==> src/rtl/rom_read_arbiter_if.sv <==
`default_nettype none
//==============================================================================
// Module      : rom_read_arbiter_if
// Description : Bundle between the ROM read requesters and the arbiter, which
//               also carries the single ROM address/data port pair.
//                 req_valid/req_lock/req_addr : requester -> arbiter
//                 req_ready/rsp_valid/rsp_data: arbiter -> requesters
//                 rom_a                       : arbiter -> ROM address
//                 rom_spo                     : ROM registered read data
//               master : requester side plus the ROM instance
//               slave  : the arbiter
// Revision    : 1.0  initial release
//==============================================================================
interface rom_read_arbiter_if #(
   parameter int ADDR_WIDTH = 12,
   parameter int NUM_REQ    = 3
);
   logic [NUM_REQ-1:0]            req_valid;
   logic [NUM_REQ-1:0]            req_lock;
   logic [NUM_REQ*ADDR_WIDTH-1:0] req_addr;
   logic [NUM_REQ-1:0]            req_ready;
   logic [NUM_REQ-1:0]            rsp_valid;
   logic [31:0]                   rsp_data;
   logic [ADDR_WIDTH-1:0]         rom_a;
   logic [31:0]                   rom_spo;

   modport master (
      output req_valid, req_lock, req_addr, rom_spo,
      input  req_ready, rsp_valid, rsp_data, rom_a
   );

   modport slave (
      input  req_valid, req_lock, req_addr, rom_spo,
      output req_ready, rsp_valid, rsp_data, rom_a
   );
endinterface
`default_nettype wire

==> src/rtl/rom_read_arbiter.sv <==
`default_nettype none
//==============================================================================
// Module      : rom_read_arbiter
// Description : Shares one synchronous-read ROM port (1-cycle read latency)
//               between NUM_REQ requesters. Round-robin, one grant per cycle,
//               with an optional per-requester lock for back-to-back bursts of
//               up to MAX_LOCK beats.
// Ports       : clk   - system clock, rising edge
//               rst   - asynchronous active-high reset
//               bus   - rom_read_arbiter_if.slave (requests, grants,
//                       responses, ROM address/data)
// Options     : ROM_ARB_PRIO0_EN - when defined, requester 0 has strict
//               priority over the round-robin search while unlocked.
// Revision    : 1.0  initial release
//==============================================================================
module rom_read_arbiter #(
   parameter int ADDR_WIDTH = 12,
   parameter int NUM_REQ    = 3,
   parameter int MAX_LOCK   = 16
) (
   input wire logic          clk,
   input wire logic          rst,
   rom_read_arbiter_if.slave bus
);

   localparam int c_IDX_W = (NUM_REQ > 1) ? $clog2(NUM_REQ) : 1;
   localparam int c_CNT_W = $clog2(MAX_LOCK + 1);

   generate
      if (NUM_REQ < 2 || NUM_REQ > 8) begin : g_bad_num_req
         $error("rom_read_arbiter: NUM_REQ must be in the range 2..8");
      end
      if (MAX_LOCK < 1) begin : g_bad_max_lock
         $error("rom_read_arbiter: MAX_LOCK must be at least 1");
      end
   endgenerate

   typedef enum logic [0:0] {
      ST_IDLE   = 1'b0,
      ST_LOCKED = 1'b1
   } state_t;

   state_t                 r_state;
   logic [c_IDX_W-1:0]     r_ptr;       // round-robin search start
   logic [c_IDX_W-1:0]     r_owner;     // requester holding the lock
   logic [c_CNT_W-1:0]     r_cnt;       // beats granted in the current lock
   logic [NUM_REQ-1:0]     r_rsp_valid;
   logic [ADDR_WIDTH-1:0]  r_rom_a;     // last granted address

   logic                   w_gnt;
   logic [c_IDX_W-1:0]     w_gnt_idx;
   logic [c_IDX_W-1:0]     w_ptr_next;
   logic [NUM_REQ-1:0]     w_ready;
   logic [ADDR_WIDTH-1:0]  w_addr;

   // Grant selection. Gated by rst so that no grant is visible while the
   // arbiter is held in reset.
   always_comb begin
      int w_idx;
      w_idx     = 0;
      w_gnt     = 1'b0;
      w_gnt_idx = r_owner;
      if (!rst) begin
         if (r_state == ST_LOCKED) begin
            // Only the owner may be granted; a dropped request yields a bubble.
            w_gnt = bus.req_valid[r_owner];
         end else begin
            for (int k = 0; k < NUM_REQ; k++) begin
               w_idx = int'(r_ptr) + k;
               if (w_idx >= NUM_REQ) begin
                  w_idx = w_idx - NUM_REQ;
               end
               if (!w_gnt && bus.req_valid[w_idx]) begin
                  w_gnt     = 1'b1;
                  w_gnt_idx = c_IDX_W'(w_idx);
               end
            end
`ifdef ROM_ARB_PRIO0_EN
            if (bus.req_valid[0]) begin
               w_gnt     = 1'b1;
               w_gnt_idx = '0;
            end
`endif
         end
      end
   end

   // One-hot ready and address mux. With no grant the ROM address holds its
   // last value so the ROM input does not toggle needlessly.
   always_comb begin
      w_ready = '0;
      w_addr  = r_rom_a;
      for (int i = 0; i < NUM_REQ; i++) begin
         if (w_gnt && (c_IDX_W'(i) == w_gnt_idx)) begin
            w_ready[i] = 1'b1;
            w_addr     = bus.req_addr[i*ADDR_WIDTH +: ADDR_WIDTH];
         end
      end
   end

   assign w_ptr_next = (w_gnt_idx == c_IDX_W'(NUM_REQ - 1)) ? '0
                                                            : w_gnt_idx + 1'b1;

   always_ff @(posedge clk or posedge rst) begin
      if (rst) begin
         r_state     <= ST_IDLE;
         r_ptr       <= '0;
         r_owner     <= '0;
         r_cnt       <= '0;
         r_rsp_valid <= '0;
         r_rom_a     <= '0;
      end else begin
         // ROM data arrives one cycle after the grant.
         r_rsp_valid <= w_ready;
         if (w_gnt) begin
            r_rom_a <= w_addr;
         end

         case (r_state)
            ST_IDLE: begin
               if (w_gnt) begin
`ifdef ROM_ARB_PRIO0_EN
                  // A strict-priority win by requester 0 leaves the
                  // round-robin position untouched.
                  if (!bus.req_valid[0]) begin
                     r_ptr <= w_ptr_next;
                  end
`else
                  r_ptr <= w_ptr_next;
`endif
                  // With MAX_LOCK of 1 the first beat is already the last.
                  if (bus.req_lock[w_gnt_idx] && (MAX_LOCK > 1)) begin
                     r_state <= ST_LOCKED;
                     r_owner <= w_gnt_idx;
                     r_cnt   <= c_CNT_W'(1);
                  end
               end
            end

            ST_LOCKED: begin
               if (!w_gnt) begin
                  r_state <= ST_IDLE;
                  r_ptr   <= w_ptr_next;
                  r_cnt   <= '0;
               end else if (!bus.req_lock[r_owner] ||
                            (r_cnt == c_CNT_W'(MAX_LOCK - 1))) begin
                  // Final beat of the burst is granted, then release.
                  r_state <= ST_IDLE;
                  r_ptr   <= w_ptr_next;
                  r_cnt   <= '0;
               end else begin
                  r_cnt <= r_cnt + 1'b1;
               end
            end
         endcase
      end
   end

   assign bus.req_ready = w_ready;
   assign bus.rom_a     = w_addr;
   assign bus.rsp_valid = r_rsp_valid;
   assign bus.rsp_data  = bus.rom_spo;

endmodule
`default_nettype wire
==> src/flat_wrapper.sv <==
// flat-port wrapper written by rule: the top's interface ports become plain ports
module rom_read_arbiter_flat 
#(
   parameter int ADDR_WIDTH = 12,
   parameter int NUM_REQ    = 3,
   parameter int MAX_LOCK   = 16
)
  (clk, rst, bus_req_valid, bus_req_lock, bus_req_addr, bus_rom_spo, bus_req_ready, bus_rsp_valid, bus_rsp_data, bus_rom_a);
  rom_read_arbiter_if #(.ADDR_WIDTH(ADDR_WIDTH), .NUM_REQ(NUM_REQ)) bus_i ();
  input wire logic clk;
  input wire logic rst;
  input wire logic [$bits(bus_i.req_valid)-1:0] bus_req_valid;
  input wire logic [$bits(bus_i.req_lock)-1:0] bus_req_lock;
  input wire logic [$bits(bus_i.req_addr)-1:0] bus_req_addr;
  input wire logic [$bits(bus_i.rom_spo)-1:0] bus_rom_spo;
  output wire logic [$bits(bus_i.req_ready)-1:0] bus_req_ready;
  output wire logic [$bits(bus_i.rsp_valid)-1:0] bus_rsp_valid;
  output wire logic [$bits(bus_i.rsp_data)-1:0] bus_rsp_data;
  output wire logic [$bits(bus_i.rom_a)-1:0] bus_rom_a;
  assign bus_i.req_valid = bus_req_valid;
  assign bus_i.req_lock = bus_req_lock;
  assign bus_i.req_addr = bus_req_addr;
  assign bus_i.rom_spo = bus_rom_spo;
  assign bus_req_ready = bus_i.req_ready;
  assign bus_rsp_valid = bus_i.rsp_valid;
  assign bus_rsp_data = bus_i.rsp_data;
  assign bus_rom_a = bus_i.rom_a;
  rom_read_arbiter #(.ADDR_WIDTH(ADDR_WIDTH), .NUM_REQ(NUM_REQ), .MAX_LOCK(MAX_LOCK)) u_core (.clk(clk), .rst(rst), .bus(bus_i));
endmodule
==> config.mk <==
export PLATFORM = sky130hd
export DESIGN_NAME = rom_read_arbiter_flat
export DESIGN_NICKNAME = d
export VERILOG_FILES = /design/src/rtl/rom_read_arbiter_if.sv /design/src/rtl/rom_read_arbiter.sv /design/src/flat_wrapper.sv
export SDC_FILE = /design/constraint.sdc
export NUM_CORES = 1
export LEC_CHECK = 0
export CORE_MARGIN = 2
export CORE_UTILIZATION = 35
export CTS_BUF_LIST = sky130_fd_sc_hd__clkbuf_8
export DETAILED_ROUTE_END_ITERATION = 6
export GPL_TIMING_DRIVEN = 0
export PLACE_DENSITY = 0.81
export SLEW_MARGIN = 30
export SYNTH_ARGS = -nofsm -noshare
export SYNTH_HDL_FRONTEND = slang
export SYNTH_SLANG_ARGS = --single-unit
==> constraint.sdc <==
create_clock -name clk -period 3.9 [get_ports clk]
set_input_delay 0.585 -clock clk [delete_from_list [all_inputs] [get_ports clk]]
set_output_delay 0.585 -clock clk [all_outputs]
set_load 0.005 [all_outputs]
== Yosys cells after proc, flatten, opt, wreduce, memory -nomap -nowiden ==
Cells that the tools add are included.
Word-level totals
  register bits: 25
  logic and storage cells: 101
  latch bits: 0
  output and inout bits: 50
  memories: 0
  memory bits (read-only): 0
  bits of input ports: 76
  memory bits (writable): 0
Cells by class
  order comparisons: 8
  muxes and demuxes: 59
  divide/modulo/power cells: 0
  add/sub/neg operators: 7
  eq/ne operators: 7
  bitwise gates (word level): 1
  shifts and indexed selects: 0
  multipliers: 0
  reduce and logical (&&, ||, !) cells: 13
Operators by type and width (number)
  two-way mux 32 bit: 9
  less-than comparator 32 x 4 -> 1 bit, second input constant: 3
  greater-or-equal comparator 32 x 3 -> 1 bit, second input constant: 2
  subtractor 32 x 3 -> 32 bit, second input constant: 2
  two-way mux 12 bit: 3
  two-way mux 1 bit: 25
  two-way mux 5 bit: 4
  two-way mux 2 bit: 9
  binary-select mux 1 bit (select 2 bit): 6
  one-hot mux 5 bit (2 select lines): 1
  less-than comparator 2 x 3 -> 1 bit, second input constant: 2
  adder 5 x 1 -> 5 bit, second input constant: 1
  == test 5 x 4 -> 1 bit, second input constant: 1
  logical AND 1 bit: 5
  != test 2 x 1 -> 1 bit, second input constant: 2
  one-hot mux 2 bit (2 select lines): 1
  AND reduction 2 bit: 2
  adder 2 x 1 -> 3 bit, second input constant: 1
  adder 2 x 2 -> 3 bit, second input constant: 1
  logical NOT 1 bit: 3
  != test 3 bit, second input constant: 1
  AND reduction 3 bit: 1
  subtractor 2 x 2 -> 3 bit, second input constant: 1
  adder 2 x 1 -> 2 bit, second input constant: 1
  other kinds (8): 8

== Longest topological paths before layout ==
  word-level depth: 25
  gate-level depth with buffers: 12
  gate-level depth less buffers: 9

== Least setup slack after synthesis ==
OpenSTA, ideal clock, no wires.
  kind: flip-flop to output port
  start: reg u_core.r_ptr[0]
  end: out bus_rom_a[10]
  cell stages (with the launch flop): 13
  setup slack: 0.822 ns
  buffers on the path: 3
  required time: 3.315 ns
  data arrival time: 2.493 ns
  cells stage by stage: dfrtp_1 -> inv_1 -> ha_1 -> buf_2 -> nor2b_1 -> a2111oi_0 -> mux2_4 -> a21o_1 -> buf_6 -> buf_6 -> mux2_4 -> mux2i_4 -> o21ai_1
Between the ends
  word-level cells in the longest chain between the ends: 25
  elaborated cells between the ends (all ways): 53
  those cells by class: add/sub (5); order compare (3); eq/ne (2); mux (35); reduce/logical (8)
Ends and longest elaborated chain
  from (decl): RTL line rom_read_arbiter.sv:44  | logic [c_IDX_W-1:0] r_ptr;
  from (signal assigned): RTL line rom_read_arbiter.sv:129  | r_ptr <= w_ptr_next;
  from (signal assigned): RTL line rom_read_arbiter.sv:143  | r_ptr <= w_ptr_next;
  from (signal assigned): RTL line rom_read_arbiter.sv:149  | r_ptr <= w_ptr_next;
  branches (longest 24 deep; another with subtractor 32 x 3 -> 32 bit)
  two-way mux 12 bit *: RTL line rom_read_arbiter.sv:94  | if (w_gnt && (c_IDX_W'(i) == w_gnt_idx)) begin
  to (decl): RTL line flat_wrapper.sv:19  | output wire logic [$bits(bus_i.rom_a)-1:0] bus_rom_a;
Every way passes the cells marked *. The select of a mux whose other input is x is not followed.

== Worst setup path after layout ==
  start: reg u_core.r_ptr[0]
  end: out bus_rom_a[1]
The elaborated chain is that of the path after synthesis.

==> run summary <==
H-tree levels -> 1
global-route wire length before repair -> 9.89 mm
Fin. Hold Viols -> 0
PortBufs -> 91
CP Buf/Inv Count -> 5
crit path kind -> reg2out
GPL Wtd Cong -> 0.806
Netlist cell types -> 46
CTS Sinks -> 25
Die Y -> 84.3 microns
starting density of the core -> 36.0%
final setup vio count -> 0
Top FF cell, synth -> dfrtp_1
syn nets -> 324
Total GRT Usage -> 16.9%
Detail Route Antenna Nets -> 0
max_cap viols -> 0
core area -> 6280 sq um
Critical Path Start -> u_core.r_ptr[0]
Routed WL -> 5.92 mm
area grow syn2layout -> 55.7%
clk root buf -> clkbuf_8
synthesized netlist cell count -> 242
WL/cell -> 14.0 microns
status -> completed
Crit path required time -> 3.31 ns
CP cell instances -> inv_1, ha_1, buf_6, nor2b_2, a2111oi_2, mux2_4, a21o_1, buf_6, buf_12, mux2_4, mux2i_4, o21ai_1, dlygate4sd2_1
drt pass-1 iters -> 4
clock input transition at the sequential cells of the worst setup and hold paths -> 0.08 ns
vias in the first global route -> 2178
Total Neg Setup Slack -> 0 ns
post-synthesis sequential area ratio -> 27.7%
Synth warnings -> 0
via count -> 2086
relative slew slack -> 62.3%
io pins -> 126
hold wc startpoint -> u_core.r_rom_a[0]
DP HPWL -> 4.41 mm
Worst setup SP type -> flop
Worst path max stage delay -> 0.36 ns
PwrDens -> 665 nW/um^2
cell area after layout -> 3510 sq um
die footprint -> 7110 sq um
Overflow after GRT -> 0
total CTS buffers -> 3
Critical Path Slowest Stage Cell -> dfrtp_1
WP data arrival -> 3.18 ns
Clock Latency Late Sink -> 0.27 ns
Synth Register Bits -> 25
DRC Markers -> 0
Worst-Margin Slew -> 0.564 ns
hold path depth -> 2
EDFF count, synth -> 0
# rows -> 29
post-synthesis average cell area -> 9.33 sq um
largest net degree at the start of global routing -> 28
ant diodes -> 0
TritonCTS clock tree -> done
WHS Endpoint -> u_core.r_rom_a[0]
Worst Clk Skew -> 0.00541 ns
Max Fclk -> 266 MHz
r2r startpoint -> u_core.r_ptr[0]
Synth async-reset ratio -> 100%
placed cell area -> 3260 sq um
Synth Cell Area -> 2260 sq um
Pwr Total -> 2.34 mW
Setup crit end kind -> primary output
period utilisation layout -> 96.4%
most frequent cells in the layout -> clkdlybuf4s50_1 (78), buf_4 (42), dfrtp_1 (25)
internal reg-to-reg setup slack -> 0.89 ns
kind of cell adding the most delay to the critical path -> buffers and inverters
Max Slew Vio Count -> 0
final core occ -> 56.0%
die width -> 84.3 microns
critical path peak fanout -> 10
maximum vdd drop -> 454 uV
number of cells on the worst reg-to-reg path -> 13
most common library cell in the layout ignoring fill and taps -> clkdlybuf4s50_1
leak pwr -> 1.62 nW
Clock Path Buffers -> 2
DRT iter0 DRCs -> 54
initial antenna violation count -> 0
vias per cell -> 4.94
fin crit period -> 3.76 ns
nets -> 428
capturing point of the worst reg2reg path -> u_core.r_cnt[0]
layout cells sized above 1 -> 27.5%
Hold Path Class -> reg2reg
report_power, final:
group	internal, mW	leakage, nW	switching, mW
combinational	0.930	1.27	0.826
sequential	0.370	0.319	0.0615
clock	0.0705	0.0269	0.0789
total	1.37	1.62	0.966
registers in the layout (all words and copies together) (netlist names):
name / flops
u_core.r_owner: 2
u_core.r_ptr: 2
u_core.r_cnt: 5
u_core.bus.rsp_valid: 3
u_core.r_rom_a: 12
u_core.r_state: 1
per-layer routing:
layer  GRT usage (%)  wire, microns  vias up
li1                -              -     1018
met1            19.4           2270      941
met2            30.3           3000      114
met3            3.83            500       13
met4            6.60            144        0
met5               0              0        -
worst min-delay path: cells and delay by family (launching register included):
family,cells,cell delay [ns]
DFF,1,0.33
AOI/OAI and AO/OA,1,0.06
and+or+nand+nor,1,0.05
worst max-delay path by stage:
| stage | depth (start not counted) | to | slack, ns |
|---|---|---|---|
| floorplan | 12 | bus_rom_a[10] | 0.82 |
| global placement | 6 | bus_req_ready[0] | -0.16 |
| detailed placement | 11 | bus_rom_a[1] | -0.07 |
| CTS | 13 | bus_rom_a[10] | 0.02 |
| global route | 13 | bus_rom_a[3] | -0.009 |
| finish | 13 | bus_rom_a[1] | 0.14 |
synth_stat cells, drive strengths merged, types with 2 or more instances:
library cell,n,share of area (%)
nor3,2,0.44
clkbuf,5,0.83
mux2,15,8.8
o31ai,5,2.1
mux2i,21,14
a32oi,2,0.78
buf,41,14
nand3,2,0.44
o21a,2,0.66
a21oi,8,1.8
nor2,12,2.0
ha,6,3.3
nand2,24,4.0
nor2b,5,1.4
o21ai,32,7.3
dfrtp,25,28
a31oi,3,0.83
inv,13,2.2
cell type report:
class / count / area [sq um]
Inverter: 13 / 48.8
Clock buffer: 3 / 41.3
Clock inverter: 1 / 3.75
Buffer: 46 / 364
Sequential cell: 25 / 626
Fill cell: 563 / 2760
Tap cell: 77 / 96.3
Timing Repair Buffer: 99 / 981
Multi-Input combinational cell: 158 / 1350
through the flow:
| stage | hold slack (ns) | instances | worst slack (ns) |
|---|---|---|---|
| 2_1_floorplan | 0.439 | 242 | 0.822 |
| 3_3_place_gp | 0.450 | 410 | -0.163 |
| 3_5_place_dp | 0.462 | 410 | -0.0722 |
| 4_1_cts | 0.482 | 418 | 0.0150 |
| 5_1_grt | 0.494 | 422 | -0.00921 |
| 6_report | 0.474 | 422 | 0.140 |
logic make-up (layout without fill, tap and decap cells):
family	count (synthesis)	count (layout)	synth area share, %
compound gates	62	62	17.6
buf+inv	59	162	17.0
simple gates	53	53	10.9
mux	36	36	23.1
flops	25	25	27.7
fa+ha+maj	6	6	3.33
xor+xnor	1	1	0.388
what timing repair did:
action / in CTS / in global routing
resized for setup: 25 / 23
buffers inserted: 4 / 4
hold buffers: 0 / 0
setup endpoints to repair: 13 / 15
pin swaps: 2 / 4
(Power assumes the default switching activity.)
